$ cat src/rtl/ram_scan_ctrl.sv
// ram_scan_ctrl: dual-port word memory with an edge-qualified write port and a
// dwell-timed read-address scanner (run up/down, hold, manual step).
module ram_scan_ctrl #(
  parameter int DATA_W = 4,
  parameter int ADDR_W = 5,
  parameter int DWELL  = 50_000_000
) (
  input  logic              clk,
  input  logic              reset,
  input  logic              wr_req,
  input  logic [ADDR_W-1:0] wr_addr,
  input  logic [DATA_W-1:0] wr_data,
  input  logic [1:0]        mode,
  input  logic              step,
  output logic [ADDR_W-1:0] rd_addr,
  output logic [DATA_W-1:0] rd_data,
  output logic              rd_valid,
  output logic              tick,
  output logic              wr_done
);
  localparam int DEPTH = 2**ADDR_W;
  localparam int CW = $clog2(DWELL) + 1;
  typedef enum logic [1:0] {RUN_UP = 2'b00, HOLD = 2'b01, STEP = 2'b10, RUN_DOWN = 2'b11} mode_t;
  logic [DATA_W-1:0] r_mem [DEPTH];
  logic [CW-1:0]     r_cnt, w_cnt_nxt;
  logic              r_wr_q, r_step_q, w_wr_edge, w_step_edge, w_run, w_wrap, w_adv;
  logic [ADDR_W-1:0] w_addr_nxt;
  mode_t             w_mode;
  always_comb begin
    w_mode      = mode_t'(mode);
    w_wr_edge   = wr_req & ~r_wr_q;
    w_step_edge = step & ~r_step_q;
    w_run       = (w_mode == RUN_UP) || (w_mode == RUN_DOWN);
    w_wrap      = r_cnt == CW'(DWELL - 1);
    w_adv       = w_run ? w_wrap : (w_mode == STEP) && w_step_edge;
    w_cnt_nxt   = w_run ? (w_wrap ? '0 : r_cnt + 1'b1) : (w_mode == STEP ? '0 : r_cnt);
    w_addr_nxt  = (w_mode == RUN_DOWN) ? rd_addr - 1'b1 : rd_addr + 1'b1;
  end
  // memory contents survive reset; only the write itself is blocked
  always_ff @(posedge clk)
    if (!reset && w_wr_edge) r_mem[wr_addr] <= wr_data;
  always_ff @(posedge clk) begin
    if (reset) begin
      r_wr_q   <= wr_req;
      r_step_q <= step;
      r_cnt    <= '0;
      rd_addr  <= '0;
      rd_data  <= '0;
      rd_valid <= 1'b0;
      tick     <= 1'b0;
      wr_done  <= 1'b0;
    end else begin
      r_wr_q   <= wr_req;
      r_step_q <= step;
      r_cnt    <= w_cnt_nxt;
      if (w_adv) rd_addr <= w_addr_nxt;
      rd_data  <= (w_wr_edge && wr_addr == rd_addr) ? wr_data : r_mem[rd_addr];
      rd_valid <= 1'b1;
      tick     <= w_adv;
      wr_done  <= w_wr_edge;
    end
  end
endmodule
$ cat config.mk
export PLATFORM = sky130hd
export DESIGN_NAME = ram_scan_ctrl
export DESIGN_NICKNAME = d
export VERILOG_FILES = /design/src/rtl/ram_scan_ctrl.sv
export SDC_FILE = /design/constraint.sdc
export NUM_CORES = 1
export LEC_CHECK = 0
export CORE_AREA = 2 2 172 174
export CTS_BUF_LIST = sky130_fd_sc_hd__clkbuf_16
export CTS_CLUSTER_DIAMETER = 150
export DETAILED_ROUTE_END_ITERATION = 16
export DIE_AREA = 0 0 174 176
export GPL_TIMING_DRIVEN = 0
export SLEW_MARGIN = 10
export SYNTH_ARGS = -nofsm -noshare
export SYNTH_HDL_FRONTEND = slang
export SYNTH_SLANG_ARGS = --single-unit
$ cat constraint.sdc
create_clock -name clk -period 5 [get_ports clk]
set_clock_uncertainty 0.2 [all_clocks]
set_input_delay 1 -clock clk [delete_from_list [all_inputs] [get_ports clk]]
set_output_delay 1 -clock clk [all_outputs]
set_load 0.02 [all_outputs]
Word level (Yosys, flattened, before mapping)
Memories as Yosys holds them, arrays and structs flattened. A register that Yosys moved wholly into a read port is not among the register bits.
Index checks and enable logic that the tools add are counted.

word-level totals
  memories = 1
  ROM bits = 0
  bits in writable memories = 128
  register bits = 37
  bits in latches = 0
  input bits = 15
  output and inout bits = 12

memory list
  memory  words  width  rd ports  clocked after Yosys merged registers in  write ports  RTL line  RTL
  r_mem   32     4      1         1                                        1            24        logic [DATA_W-1:0] r_mem [DEPTH];

operators by class
  eq/ne operators = 3
  multiplexer cells = 8
  shift-type cells = 0
  $lt $le $gt $ge = 0
  add/subtract/negate cells = 3
  $mul = 0
  bitwise operators = 4
  reductions and logical operators = 6
  div/mod/pow operators = 0

operators with widths
  cell                                              count
  two-way mux 27 bit                                3
  adder 27 x 1 -> 27 bit, second input constant     1
  == test 27 x 26 -> 1 bit, second input constant   1
  adder 5 x 1 -> 5 bit, second input constant       1
  two-way mux 5 bit                                 1
  subtractor 5 x 1 -> 5 bit, second input constant  1
  == test 2 bit, second input constant              2
  two-way mux 1 bit                                 4
  AND 1 bit                                         2
  logical AND 1 bit                                 2
  zero test 2 bit                                   1
  NOT 1 bit                                         2
  nonzero test 2 bit                                1
  zero test 1 bit                                   1
  logical OR 1 bit                                  1

Depth between registers and ports, before layout
Gate-level depths: netlist of the first run.

  depth after elaboration = 5
  mapped depth = 10
  mapped depth without buffers = 8

Worst setup path before layout of the first run
No wires, ideal clock.

  kind = reg-to-reg
  from = reg rd_addr[0]
  to = reg rd_addr[4]
  required time = 4.679 ns
  buffers on the path = 3
  cell stages (with the launch flop) = 11
  path slack = 2.093 ns
  arrival time = 2.586 ns
  cell sequence = dfxtp_1 buf_2 buf_4 buf_2 inv_1 fa_1 nor2b_1 o21ai_0 and3_1 nor4_2 mux2_2

on the way
  word-level cells in the longest chain between the ends = 2
  elaborated cells on any way between the ends = 3
  those cells by class = add/sub: 2; mux: 1

RTL lines
  element                                                                   RTL line  RTL
  start: declaration                                                        15        output logic [ADDR_W-1:0] rd_addr,
  start signal: assignment                                                  56        if (w_adv) rd_addr <= w_addr_nxt;
  adder 5 x 1 -> 5 bit / subtractor 5 x 1 -> 5 bit (equally long branches)  37        w_addr_nxt = (w_mode == RUN_DOWN) ? rd_addr - 1'b1 : rd_addr + 1'b1;
  two-way mux 5 bit (*)                                                     37

Every way passes the cells marked *; elsewhere a longest branch is shown, timed or not.
A chain may end at the register's enable or synchronous reset.

Worst setup path in the final report of the first run
  from = reg rd_addr[1]
  to = reg rd_addr[4]

The elaborated chain is that of the path after synthesis.

==> run summary, run 1 <==
Ys Warns: 0
Post-synth EDFFs: 128
port bufs: 22
Die W: 174 um
period utilization: 0.670
f_max: 299 MHz
# setup viols final: 0
Startpoint Class: register
post-DR vias/cell: 4.44
Synth Flop Type: edfxtp_1
Initial Utilization: 0.247
asr flop ratio synth: 0
# resized after CTS: 0
WL final: 15500 um
nets@finish: 556
Die Area: 30600 sq um
drt first pass iters: 5
DP HPWL: 10200 um
Mapped Nets: 515
grt peak-use layer: met2
Placed Instances: 898
Pwr Density: 357 nW/um^2
share of cells above drive strength 1: 0.159
commonest cells after routing, fill and taps aside: edfxtp_1, nor2_1, dfxtp_1, mux4_2, nand2_1
Final Max Slew Viols: 0
post-synthesis cell type count: 45
register area share after synthesis: 0.661
met2 Use GR: 0.152
wire per inst: 16.6 um
RSZ-0062 raised after global routing: false
hold-fix buffers at CTS: 0
first-pass GRT wire length: 24300 um
DRC Markers: 0
RePlAce Congestion: 0.823
worst hold-check path type: register to register
row count: 62
met1 Usage GRT: 0.149
DR iter-0 viols: 316
Setup crit end kind: register
max-cap viol count: 0
number of vias in the routed layout: 4125
final hold violation count: 0
Sequential cell area: 4660 sq um
Core Util, Final: 0.292
data arrival time of the critical path: 3470 ps
TNS Setup: 0 ps
most common cell after layout, fill and taps aside: edfxtp_1
core box area: 28500 sq um
Cell Area, Synth: 7060 sq um
data required time of the worst path: 5120 ps
hold slack: 301 ps
vias in the first global route: 4088
post-CTS setup buffer count: 0
status: finished, final reports clean
largest net degree at the start of global routing: 34
clk slew on worst S/H paths: 70 ps
largest fanout on the critical path: 10
Die Y: 176 um
Final Non-Filler Cells: 930
Post-DRT Antenna Nets: 0
Clock Sinks: 169
io pins: 27
Post-Syn Area per Cell: 14.4 sq um
initial antenna violation count: 0
Slew @ Worst Pin: 1170 ps
CTS Root Cell: clkbuf_16
gr ovfl total: 0
area occupied by multi-input gates: 2250 sq um
Area Growth Syn to Fin: 18.2%
Synth Instances: 492
total CTS buffers: 17
clock buffer depth: 2
met3 Use GR: 0.0355
CTS tree: done
H-tree depth: 4
Pleak: 2.54 nW
Worst VDD drop: 209 uV
diode count: 0
Clock Latency Late Sink: 440 ps
FILL cells: 2895
gr usage total: 0.105
Power Total: 0.00298 W
Tmin final: 3350 ps
Slew HR: 0.218
flops & latches, synth: 169
critical path class: register to register
==> final cells by class <==
| type | count | area share |
|---|---|---|
| buffer | 24 | 0.0136 |
| clock buffer | 17 | 0.0510 |
| tap | 384 | 0.0575 |
| sequential | 169 | 0.559 |
| timing repair buffer | 22 | 0.0246 |
| inverter | 10 | 0.00450 |
| clock inverter | 15 | 0.0211 |
| multi-input combinational | 289 | 0.269 |
==> path summary, 6_finish.rpt <==
kind         startpoint         end  slack, ps  cells past startpoint
min              r_wr_q     wr_done        300                      1
max          rd_addr[1]  rd_addr[4]       1650                     10
min reg2reg      r_wr_q     wr_done        300                      1
max reg2reg  rd_addr[1]  rd_addr[4]       1650                     10
==> cell families (layout without fill, tap and decap cells) <==
| family | after synthesis | after routing | share of synthesized area |
|---|---|---|---|
| AO/OA/AOI/OAI | 36 | 36 | 0.0319 |
| XOR/XNOR | 30 | 30 | 0.0372 |
| adder cells (fa/ha/maj) | 8 | 8 | 0.0152 |
| buffers and inverters | 34 | 88 | 0.0214 |
| flip-flops | 169 | 169 | 0.661 |
| multiplexers | 36 | 36 | 0.108 |
| AND/OR/NAND/NOR | 179 | 179 | 0.126 |
==> per-stage QoR <==
step | cell area [sq um] | worst slack [ps]
detailed placement | 7760 | 1210
global placement | 7760 | 1290
CTS | 8360 | 1630
finish | 8350 | 1650
global route | 8350 | 1480
floorplan | 7060 | 2090
==> worst max-delay path: stages (launching register included) <==
cell and delay, ps:
dfxtp_1 400, buf_4 260, buf_2 360, buf_2 380, inv_1 100, fa_1 440, nor2b_1 130, o21ai_0 100
and3_1 200, nor4_2 290, mux2_2 370
==> state kept, by name, indices dropped and copies added (netlist names) <==
| register | cells |
|---|---|
| rd_addr | 5 |
| rd_valid | 1 |
| r_mem | 128 |
| r_cnt | 27 |
| r_wr_q | 1 |
| rd_data | 4 |
| r_step_q | 1 |
| wr_done | 1 |
| tick | 1 |
==> metal layers <==
| layer | vias up | part of all wire | routed length, um |
|---|---|---|---|
| met3 | 11 | 0.073 | 1130 |
| met2 | 139 | 0.44 | 6750 |
| met4 | 0 | 0.0098 | 151 |
| met1 | 2040 | 0.48 | 7450 |
| met5 | - | 0 | 0 |
| li1 | 1935 | - | - |
==> Yosys cell counts, drive strengths merged (2+ instances only) <==
cell type | n | area, sq um
a21oi | 9 | 45.0
a22oi | 7 | 52.6
a31oi | 5 | 31.3
and3 | 3 | 18.8
and4 | 2 | 18.8
buf | 12 | 68.8
clkbuf | 12 | 45.0
dfxtp | 41 | 821
edfxtp | 128 | 3840
ha | 7 | 87.6
inv | 9 | 33.8
mux2i | 3 | 30.0
mux4 | 32 | 721
nand2 | 27 | 101
nand3 | 22 | 115
nand3b | 6 | 45.0
nand4 | 6 | 37.5
nor2 | 68 | 255
nor2b | 10 | 62.6
nor3 | 13 | 65.1
nor3b | 3 | 27.5
nor4 | 8 | 56.3
nor4b | 3 | 26.3
o21ai | 10 | 53.8
or2 | 2 | 12.5
or3 | 3 | 18.8
or3b | 2 | 17.5
xnor2 | 21 | 184
xor2 | 9 | 78.8
==> power by group <==
| group | total, W | switching (W) | internal, W |
|---|---|---|---|
| clock network | 0.00134 | 0.000622 | 0.000719 |
| registers | 0.00152 | 0.00000461 | 0.00151 |
| logic | 0.000121 | 0.0000776 | 0.0000437 |
No activity file was read; power rests on OpenSTA's default activity.
==> inputs of run 2 (changes only) <==
Clock period 5 ns to 3 ns, I/O delays scaled along.
==> run 2 against run 1 <==
Design area grew 0.30%. Combinational power up 68%. First-iteration DRC count fell by 14%. Routed wire length shrank 0.94%. Total power up 67%. Clock-buffer cell count did not move. Sequential cell count stayed put. Utilization increased by 0.088 points. Sequential share of layout area down 0.17 points. Critical path type is now primary input to register. Largest power group unchanged. Highest routed layer unchanged.
==> run summary, run 2 (synthesized netlist as in run 1, its figures left out) <==
period utilization: 0.955
Die Area: 30600 sq um (unchanged)
RSZ-0062 raised after global routing: false
Slew HR: 0.226 (+0.00786)
Final Non-Filler Cells: 928 (-0.22%)
clk slew on worst S/H paths: 70 ps (about the same)
total CTS buffers: 17 (unchanged)
Worst VDD drop: 347 uV (+66%)
post-CTS setup buffer count: 0 (unchanged)
most common cell after layout, fill and taps aside: edfxtp_1
Pwr Density: 594 nW/um^2 (+66%)
data required time of the worst path: 3120 ps (-2000 ps)
Tmin final: 2860 ps
critical path class: primary input to register
largest reg by FF count: r_mem
vias in the first global route: 4087 (-0.024%)
WL final: 15300 um (-0.94%)
diode count: 0 (unchanged)
max reg flops: 128 (unchanged)
crit-path cells: clkdlybuf4s50_1 -> ha_1 -> inv_1 -> fa_1 -> nor2b_1 -> o21ai_0 -> and3_1 -> nor4_2 -> mux2_2
# setup viols final: 0 (unchanged)
hold-fix buffers at CTS: 0 (unchanged)
Bufs and invs on worst path: 2 (-2)
# resized after CTS: 2 (+2)
Post-DRT Antenna Nets: 0 (unchanged)
Clock Sinks: 169 (unchanged)
initial antenna violation count: 0 (unchanged)
Slew @ Worst Pin: 1160 ps (-11.8 ps)
CTS tree: done
wire per inst: 16.5 um (-0.72%)
Clock Latency Late Sink: 440 ps (about the same)
largest fanout on the critical path: 4 (-6)
gr ovfl total: 0 (unchanged)
row count: 62 (unchanged)
commonest cells after routing, fill and taps aside: edfxtp_1, nor2_1, dfxtp_1, mux4_2, nand2_1
largest net degree at the start of global routing: 34 (unchanged)
Core Util, Final: 0.293 (+0.000877)
DRC Markers: 0 (unchanged)
CTS Root Cell: clkbuf_16
clock buffer depth: 2 (unchanged)
placed cell areas: 7760 sq um (unchanged)
Setup crit end kind: register
Crit-path slowest cell: clkdlybuf4s50_1
gr usage total: 0.105 (-0.000748)
first-pass GRT wire length: 24200 um (-0.54%)
H-tree depth: 4 (unchanged)
Power Total: 0.00497 W (+67%)
Pleak: 2.53 nW (-0.12%)
Regs by FF count: r_mem (128), r_cnt (27), rd_addr (5)
critical path's largest stage delay: 520 ps (+80 ps)
Initial Utilization: 0.247 (unchanged)
Die Y: 176 um (unchanged)
DP HPWL: 10200 um (unchanged)
final hold violation count: 0 (unchanged)
Die W: 174 um (unchanged)
drt first pass iters: 5 (unchanged)
FILL cells: 2896 (+0.035%)
Final WS setup: 136 ps (-1520 ps)
worst hold-check path type: register to register
status: finished, final reports clean
Final Max Slew Viols: 0 (unchanged)
pre-CTS setup slack: -385 ps (-1600 ps)
io pins: 27 (unchanged)
data arrival time of the critical path: 2990 ps (-480 ps)
nets@finish: 554 (-0.36%)
max-cap viol count: 0 (unchanged)
Area Growth Syn to Fin: 18.6%
port bufs: 22 (unchanged)
Startpoint Class: primary input
core box area: 28500 sq um (unchanged)
RePlAce Congestion: 0.823 (unchanged)
DR iter-0 viols: 272 (-14%)
post-DR vias/cell: 4.43 (-0.17%)
design area: 8370 sq um (+0.30%)
share of cells above drive strength 1: 0.156 (-0.00309)
Top Family by Delay on Critical Path: adder cells
number of vias in the routed layout: 4109 (-0.39%)
f_max: 349 MHz
Placed Instances: 898 (unchanged)
## run 2: cell types whose count changed in the layout (fill, tap and decap cells not counted), sizes merged
cell	change
buf	-2
## run 2: layer usage
| layer | part of all wire | vias to the layer above | GRT usage | routed length, um |
|---|---|---|---|---|
| met1 | 0.47 | 2018 | 0.148 | 7250 |
| met2 | 0.44 | 148 | 0.152 | 6680 |
| li1 | - | 1930 | - | - |
| met5 | 0 | - | 0 | 0 |
| met3 | 0.082 | 13 | 0.0353 | 1260 |
| met4 | 0.0097 | 0 | 0.0315 | 148 |
## run 2: path summary, 6_finish.rpt
kind         startpoint          to  slack (ps)  cells past startpoint
max             mode[0]  rd_addr[4]         140                      9
max reg2reg  rd_addr[1]  rd_addr[4]         140                      9
min reg2reg      r_wr_q     wr_done         310                      1
min              r_wr_q     wr_done         310                      1
## run 2: worst register-to-register path: cells and delay by family (launching register included)
kind / cells / cell delay (ps)
AOI/OAI and AO/OA: 1 / 100
adders and majority gates: 1 / 430
buffers and inverters: 3 / 550
DFF: 1 / 470
muxes: 1 / 370
and+or+nand+nor: 3 / 630
## run 2: power breakdown
part           internal, W  leakage, nW  switching [W]
sequential         0.00252         1.48     0.00000834
combinational    0.0000749        0.755       0.000128
clock              0.00120        0.293        0.00104
## run 2: area by class of cell
| type | count | area (sq um) | share of cell area |
|---|---|---|---|
| flip-flops and latches | 169 | 4660 | 0.557 |
| multi-input cells | 289 | 2250 | 0.269 |
| well taps | 384 | 480 | 0.0574 |
| clock buffers | 17 | 425 | 0.0508 |
| repair buffers | 22 | 205 | 0.0245 |
| clock inverters | 15 | 176 | 0.0211 |
| plain buffers | 22 | 133 | 0.0158 |
| inverters | 10 | 37.5 | 0.00448 |
## run 2: stage by stage
stage / hold WS, ps / setup TNS (ps)
finish: 307 / 0
CTS: 301 / 0
global placement: 282 / -20000
detailed placement: 289 / -23400
global route: 320 / 0
floorplan: 219 / 0
